## src/rtl/tank_game_pkg.sv

```systemverilog
// tank_game_pkg: shared state, key and winner encodings for the tank game turn logic.
package tank_game_pkg;
  typedef enum logic [2:0] {IDLE, P1_AIM, P2_AIM, FLIGHT, SETTLE, OVER} turn_state_t;
  typedef enum logic [1:0] {WIN_NONE = 2'b00, WIN_T1 = 2'b01, WIN_T2 = 2'b10, WIN_DRAW = 2'b11} winner_t;
  localparam logic [7:0] KEY_A = 8'h04;
  localparam logic [7:0] KEY_D = 8'h07;
  localparam logic [7:0] KEY_SPACE = 8'h2C;
  localparam logic [7:0] KEY_START = 8'h28;
endpackage

```

## src/rtl/key_edge_detect.sv

```systemverilog
// key_edge_detect: one-frame press pulses for SPACE and START from the raw keycode.
module key_edge_detect
  import tank_game_pkg::*;
(
  input  logic       frame_clk,
  input  logic       Reset_n,
  input  logic [7:0] keycode,
  output logic       space_pe,
  output logic       start_pe
);
  logic [7:0] prev;
  always_ff @(posedge frame_clk or negedge Reset_n)
    if (!Reset_n) prev <= 8'h00;
    else prev <= keycode;
  assign space_pe = keycode == KEY_SPACE && prev != KEY_SPACE;
  assign start_pe = keycode == KEY_START && prev != KEY_START;
endmodule

```

## src/rtl/turn_manager.sv

```systemverilog
// turn_manager: two-tank turn sequencer (aim, fire, flight, settle, game over).
// Optional aim-window timeout is enabled by defining TURN_TIMER_EN.
module turn_manager
  import tank_game_pkg::*;
#(
  parameter int MAX_HP = 3,
  parameter int SETTLE_FRAMES = 30,
  parameter int FLIGHT_MAX = 255,
  parameter int TURN_FRAMES = 240
) (
  input  logic       frame_clk,
  input  logic       Reset_n,
  input  logic [7:0] keycode,
  input  logic       bullet_done,
  input  logic       hit_tank1,
  input  logic       hit_tank2,
  output logic       player1flag,
  output logic       player2flag,
  output logic       fire_req,
  output logic       shooter,
  output logic [2:0] hp1,
  output logic [2:0] hp2,
  output logic [7:0] turn_timer,
  output logic       game_over,
  output logic [1:0] winner
);
  localparam logic [2:0] ST_IDLE = IDLE;
  localparam logic [2:0] ST_P1 = P1_AIM;
  localparam logic [2:0] ST_P2 = P2_AIM;
  localparam logic [2:0] ST_FLIGHT = FLIGHT;
  localparam logic [2:0] ST_SETTLE = SETTLE;
  localparam logic [2:0] ST_OVER = OVER;
  logic [2:0] state, n1, n2;
  logic [7:0] cnt;
  logic space_pe, start_pe, last_p2, in_aim, settle_done, going_aim, timeout;
  key_edge_detect u_keys (
    .frame_clk(frame_clk),
    .Reset_n(Reset_n),
    .keycode(keycode),
    .space_pe(space_pe),
    .start_pe(start_pe)
  );
  assign player1flag = state == ST_P1;
  assign player2flag = state == ST_P2;
  assign game_over = state == ST_OVER;
  assign in_aim = player1flag || player2flag;
  assign settle_done = state == ST_SETTLE && cnt == 8'(SETTLE_FRAMES - 1);
  assign going_aim = ((state == ST_IDLE || state == ST_OVER) && start_pe) || settle_done;
  assign n1 = hp1 - 3'(hit_tank1 && hp1 != 3'd0);
  assign n2 = hp2 - 3'(hit_tank2 && hp2 != 3'd0);
`ifdef TURN_TIMER_EN
  logic [7:0] tt;
  always_ff @(posedge frame_clk or negedge Reset_n)
    if (!Reset_n) tt <= 8'd0;
    else tt <= going_aim ? 8'(TURN_FRAMES) : (in_aim && !space_pe && tt != 8'd0) ? tt - 8'd1 : 8'd0;
  assign turn_timer = tt;
  assign timeout = tt == 8'd0;
`else
  assign turn_timer = 8'd0;
  assign timeout = 1'b0;
`endif
  // cnt is shared by flight and settle; it restarts from 0 on every state change
  always_ff @(posedge frame_clk or negedge Reset_n)
    if (!Reset_n) begin
      state <= ST_IDLE;
      cnt <= 8'd0;
      fire_req <= 1'b0;
      shooter <= 1'b0;
      last_p2 <= 1'b0;
      hp1 <= 3'(MAX_HP);
      hp2 <= 3'(MAX_HP);
      winner <= WIN_NONE;
    end else begin
      fire_req <= 1'b0;
      cnt <= going_aim ? 8'd0 : cnt + 8'd1;
      case (state)
        ST_IDLE: if (start_pe) state <= ST_P1;
        ST_P1, ST_P2:
          if (space_pe) begin
            state <= ST_FLIGHT;
            fire_req <= 1'b1;
            shooter <= state == ST_P2;
            last_p2 <= state == ST_P2;
            cnt <= 8'd0;
          end else if (timeout) begin
            state <= ST_SETTLE;
            last_p2 <= state == ST_P2;
            cnt <= 8'd0;
          end
        ST_FLIGHT:
          if (bullet_done) begin
            hp1 <= n1;
            hp2 <= n2;
            cnt <= 8'd0;
            state <= (n1 == 3'd0 || n2 == 3'd0) ? ST_OVER : ST_SETTLE;
            winner <= (n1 == 3'd0 && n2 == 3'd0) ? WIN_DRAW : n1 == 3'd0 ? WIN_T2 : n2 == 3'd0 ? WIN_T1 : WIN_NONE;
          end else if (cnt == 8'(FLIGHT_MAX)) begin
            state <= ST_SETTLE;
            cnt <= 8'd0;
          end
        ST_SETTLE: if (settle_done) state <= last_p2 ? ST_P1 : ST_P2;
        ST_OVER:
          if (start_pe) begin
            hp1 <= 3'(MAX_HP);
            hp2 <= 3'(MAX_HP);
            winner <= WIN_NONE;
            state <= ST_P1;
          end
        default: state <= ST_IDLE;
      endcase
    end
endmodule

```

## config.mk

```make
export PLATFORM = sky130hd
export DESIGN_NAME = turn_manager
export DESIGN_NICKNAME = d
export VERILOG_FILES = /design/src/rtl/tank_game_pkg.sv /design/src/rtl/key_edge_detect.sv /design/src/rtl/turn_manager.sv
export SDC_FILE = /design/constraint.sdc
export NUM_CORES = 1
export LEC_CHECK = 0
export CORE_ASPECT_RATIO = 0.8
export CORE_UTILIZATION = 50
export DETAILED_ROUTE_END_ITERATION = 7
export PLACE_DENSITY = 0.79
export SLEW_MARGIN = 20
export SYNTH_ARGS = -nofsm -noshare
export SYNTH_HDL_FRONTEND = slang
export SYNTH_SLANG_ARGS = --single-unit
```

## constraint.sdc

```tcl
create_clock -name frame_clk -period 2.4 [get_ports frame_clk]
set_clock_uncertainty 0.1 [all_clocks]
set_input_delay 0.48 -clock frame_clk [delete_from_list [all_inputs] [get_ports frame_clk]]
set_output_delay 0.48 -clock frame_clk [all_outputs]
set_load 0.05 [all_outputs]
```

* Yosys cells after proc, flatten, opt, wreduce, memory -nomap -nowiden
Cells that the tools add are included.
** Word-level totals
- Logic and storage cells :: 75
- Output and inout port bits :: 21
- Register bits after elaboration :: 29
** Operators by class
- Reductions and logical operators :: 21
- Add/subtract/negate cells :: 3
- Muxes and demuxes :: 26
- Eq/ne operators :: 17
** Operators by type and width (count)
- $mux W8 :: 4
- $mux W3 :: 8
- $eq A8 B6 Y1 const B :: 2
- $ne A8 B6 Y1 const B :: 2
- $pmux W8 S2 :: 1
- $pmux W3 S2 :: 2
- $pmux W3 S4 :: 1
- $mux W2 :: 5
- $logic_not A3 Y1 :: 3
- $add A8 B1 Y8 const B :: 1
- $eq A8 B5 Y1 const B :: 1
- $eq A8 B8 Y1 const B :: 1
- $logic_and A1 B1 Y1 :: 7
- $eq A3 B2 Y1 const B :: 2
- $eq A3 B3 Y1 const B :: 2
- $ne A2 B2 Y1 const B :: 3
- $reduce_bool A3 Y1 :: 2
- $sub A3 B1 Y3 :: 2
- $mux W1 :: 4
- $ne A2 B1 Y1 const B :: 2
- $pmux W2 S2 :: 1
- $reduce_and A4 Y1 :: 1
- $reduce_or A2 Y1 :: 2
- $eq A3 B1 Y1 const B :: 1
- other kinds (5) :: 7

* Longest topological paths before layout
Gate-level depths: netlist of the first run.
- Word-level depth :: 9
- Mapped depth :: 8

* By module
Synthesis of the first run repeated with hierarchy kept, for this count alone.
** Unflattened totals
- Cells, all modules :: 156
- Area, all modules :: 1551.5 um2
** By module, submodules not included
- turn_manager :: area each 1286.2 um2, instances 1, cells each 139
- key_edge_detect :: area each 265.3 um2, instances 1, cells each 17

* Worst setup path after synthesis of the first run
Ideal clock, no wire load.
- Path kind :: reg2out
- Start :: register state[0]
- End :: output port player1flag
- Path slack :: 136 ps
- Required time :: 1820 ps
- Arrival :: 1684 ps
- Cell stages (with the launch flop) :: 4
- Cells stage by stage :: dfrtp_1 > buf_2 > inv_1 > nor3_1
** On the way
- Cells in the longest elaborated chain, start to end :: 1
** RTL lines
- start: declaration :: line turn_manager.sv:33 : logic [2:0] state, n1, n2;
- start signal: assignment :: line turn_manager.sv:95 : state <= (n1 == 3'd0 || n2 == 3'd0) ? ST_OVER : ST_SETTLE;
- start signal: assignment :: line turn_manager.sv:101 : ST_SETTLE: if (settle_done) state <= last_p2 ? ST_P1 : ST_P2;
- $eq A3 B1 Y1 :: line turn_manager.sv:43 : assign player1flag = state == ST_P1;
- end: declaration :: line turn_manager.sv:17 : output logic player1flag,
Every way passes these cells.

* Worst setup path after layout of the first run
- Start :: input port keycode[1]
- End :: register last_p2
** On the way
- Cells in the longest elaborated chain, start to end :: 3
** RTL lines
- start: declaration :: line turn_manager.sv:13 : input logic [7:0] keycode,
- $eq A8 B6 Y1 :: line key_edge_detect.sv:15 : assign space_pe = keycode == KEY_SPACE && prev != KEY_SPACE;
- $logic_and A1 B1 Y1 :: line key_edge_detect.sv:15
- $reduce_and A2 Y1 (no source line)
- end signal: assignment :: line turn_manager.sv:69 : last_p2 <= 1'b0;
- end signal: assignment :: line turn_manager.sv:83 : last_p2 <= state == ST_P2;
- end signal: assignment :: line turn_manager.sv:87 : last_p2 <= state == ST_P2;
- end: declaration :: line turn_manager.sv:35 : logic space_pe, start_pe, last_p2, in_aim, settle_done, going_aim, timeout;
Every way passes these cells.
A chain may end at the register's enable or synchronous reset.

==> results of run 1 <==
[state kept, by name, summed over array words and instances, names as in the netlist]
signal,count
hp1,3
u_keys.prev,8
cnt,8
fire_req,1
state,3
hp2,3
last_p2,1
winner,2
[power by group]
group	total (mW)	internal (mW)	switching [mW]
sequential	0.797	0.652	0.144
clock	0.399	0.233	0.166
combinational	0.885	0.343	0.541
[cell families (layout without fill, tap and decap cells)]
kind of cell,after synthesis,after routing
AND/OR/NAND/NOR,51,51
flip-flops,29,29
AO/OA/AOI/OAI,26,26
buffers and inverters,25,54
XOR/XNOR,8,8
adder cells (fa/ha/maj),6,6
other,1,8
multiplexers,1,1
[through the flow]
| stage | cells | util [%] | TNS (ps) | instance area (sq um) | total power, mW |
|---|---|---|---|---|---|
| floorplan | 154 | - | 0 | 1569 | 1.437 |
| global placement | 213 | 64.79 | 0 | 1847 | 1.648 |
| detailed placement | 213 | 64.79 | -469.9 | 1847 | 1.691 |
| CTS | 221 | 67.95 | 0 | 1937 | 2.100 |
| global route | 221 | 67.95 | 0 | 1937 | 2.220 |
| finish | 221 | 67.95 | 0 | 1937 | 2.080 |
[final cells by class]
| class | count | area [sq um] | share of cell area (%) |
|---|---|---|---|
| flip-flops and latches | 29 | 730.7 | 37.73 |
| multi-input cells | 100 | 704.4 | 36.37 |
| repair buffers | 33 | 315.3 | 16.28 |
| clock buffers | 8 | 90.09 | 4.651 |
| inverters | 13 | 48.80 | 2.519 |
| well taps | 38 | 47.55 | 2.455 |
[worst paths after layout]
check	start	endpoint	slack, ps	depth (start not counted)
worst max register to register	state[0]	cnt[3]	440	6
worst min-delay path	hp1[1]	hp1[1]	420	1
min in group asynchronous	Reset_n	cnt[3]	470	2
worst max-delay path	keycode[1]	last_p2	170	8
worst min register to register	hp1[1]	hp1[1]	420	1
max in group asynchronous	Reset_n	hp1[0]	1410	2
[synthesized netlist by cell type (all sizes together) (4+ instances only)]
| cell | number |
|---|---|
| a21oi | 4 |
| a2bb2oi | 4 |
| buf | 11 |
| dfrtp | 25 |
| dfstp | 4 |
| ha | 6 |
| inv | 13 |
| nand2 | 7 |
| nand3 | 9 |
| nor2 | 11 |
| nor3 | 8 |
| o21ai | 4 |
| xor2 | 5 |
[routing by layer]
layer	GRT usage [%]	vias to the layer above	wire (um)
li1	-	583	-
met1	28.17	577	1334
met2	37.23	33	1476
met3	5.921	8	166
met4	12.22	0	65
met5	0	-	0
==> summary.md, run 1 <==
| Metric | Value |
|---|---|
| Status | finished, final reports clean |
| Clock Tree Root | clkbuf_8 |
| # hold bufs at CTS | 0 |
| Worst-margin pin slew | 501.9 ps |
| Initial Util | 54.13% |
| Relative slew slack | 66.44% |
| Worst Path Buf+Inv | 3 |
| Die height | 51.68 um |
| Hold WC Path Type | flop to flop |
| Area fraction of the dominant cell type after synthesis | 40.55% |
| Clk buf depth | 2 |
| GPL Wtd Cong | 0.8682 |
| Yosys reg bits | 29 |
| Setup WS pre-CTS | -134.7 ps |
| Final count of negative-setup-slack endpoints | 0 |
| Synth Cell Area | 1543 sq um |
| Critical path, cell by cell | clkdlybuf4s50_1, nor4b_2, and3_2, nand3_4, buf_4, buf_4, o41ai_1, o31ai_1 |
| First-pass GRT wire length | 5437 um |
| H-Tree Depth | 2 |
| Reg clk slew, reported paths | 60 ps |
| Startpoint types | primary input |
| Yosys Warn Count | 0 |
| DR DRC count | 0 |
| DP HPWL | 2349 um |
| Drt first-iter violations | 75 |
| GR Util All Layers | 22.86% |
| Most common cell after layout, fill and taps aside | dfrtp_1 |
| Syn avg cell area | 10.49 sq um |
| Synth Area in Simple Gates | 18.65% |
| Hold WS | 422.9 ps |
| Total core area | 2850 sq um |
| Total gr overflow | 0 |
| Layout cells sized above 1 | 15.30% |
| Final WS setup | 166.1 ps |
| NumNets Final | 201 |
| Final hold vios | 0 |
| Fill cell instance count of the final layout | 228 |
| Multiplexer area fraction after synthesis | 0.7299% |
| Post_cts resized | 0 |
| Vias in the first global route | 1199 |
| I/O Buffers | 25 |
| Leakage | 0.8264 nW |
| Fin. max-slew vios | 0 |
| Tmin final | 2234 ps |
| Largest cells by area after synthesis | dfrtp_1 (41%), dfstp_2 (6.8%), ha_1 (4.9%), buf_4 (3.9%), inv_1 (3.2%) |
| Crit path max-delay family | buffers and inverters |
| XOR/XNOR Fraction of Synth Area | 4.542% |
| IR Drop Worst-Case VDD | 0.6252 mV |
| Most frequent CP cell | buf_4 |
| Max stage delay on crit path | 440 ps |
| Max Freq | 0.4476 GHz |
| Largest family of logic cells by synthesized area | simple AND/OR/NAND/NOR gates |
| TritonCTS clock tree | yes |
| Seq/Total Area, Yosys | 47.36% |
| Slowest CP cell | clkdlybuf4s50_1 |
| WL/cell | 13.76 um |
| Adder-Cell Fraction of Synth Area | 4.866% |
| Die width | 64.11 um |
| Period Utilization, post-route | 93.08% |
| Asr flop ratio synth | 100.0% |
| Most frequent cells in the layout | dfrtp_1 (25), clkdlybuf4s50_1 (22), inv_1 (13), nor2_1 (11), buf_4 (10) |
| Post-CTS Setup Inserts | 0 |
| RSZ-0062 raised after global routing | no |
| Die area | 3313 sq um |
| Worst-skew pair later-pin latency | 280 ps |
| Post-Route WL | 3042 um |
| Fraction of the mapped netlist area in compound gates | 14.92% |
| Yosys cell types | 42 |
| TritonCTS Buffers | 5 |
| Pwr/cell area | 1074 nW/um^2 |
| Vias per Instance | 5.434 |
| Cell taking the most area after synthesis | dfrtp_1 |
| Mapped Cells | 147 |
| Max cap viols | 0 |
| Initial antenna violation count | 0 |
| Critical path type | primary input to flop |
| Routed Antenna Nets | 0 |
| Num rows | 17 |
| CP Max Fanout | 3 |
| CP Data Required Time | 2440 ps |
| DR vias | 1201 |
| P&R area growth vs syn | 25.55% |
| Post-synth EDFFs | 0 |
| Largest net degree at the start of global routing | 30 |
| CP Capture Type | flop |
| Pre-antenna DRT Iters | 5 |
| I/O Pins | 34 |
| Crit path DAT | 2280 ps |
| N_diodes | 0 |
| Clock sink count | 29 |
| Ys flop type | dfrtp_1 |
Note: power is estimated with default switching activity, not from simulation.
==> run 2: changes to the inputs <==
--- a/config.mk
+++ b/config.mk
@@ -7,8 +7,10 @@
 export LEC_CHECK = 0
 export CORE_ASPECT_RATIO = 0.8
 export CORE_UTILIZATION = 50
+export CTS_CLUSTER_SIZE = 10
 export DETAILED_ROUTE_END_ITERATION = 7
 export PLACE_DENSITY = 0.79
+export SETUP_SLACK_MARGIN = 0.05
 export SLEW_MARGIN = 20
 export SYNTH_ARGS = -nofsm -noshare
 export SYNTH_HDL_FRONTEND = slang
==> results of run 2 <==
No change in the layout: final DEF, timing and power equal those of run 1.
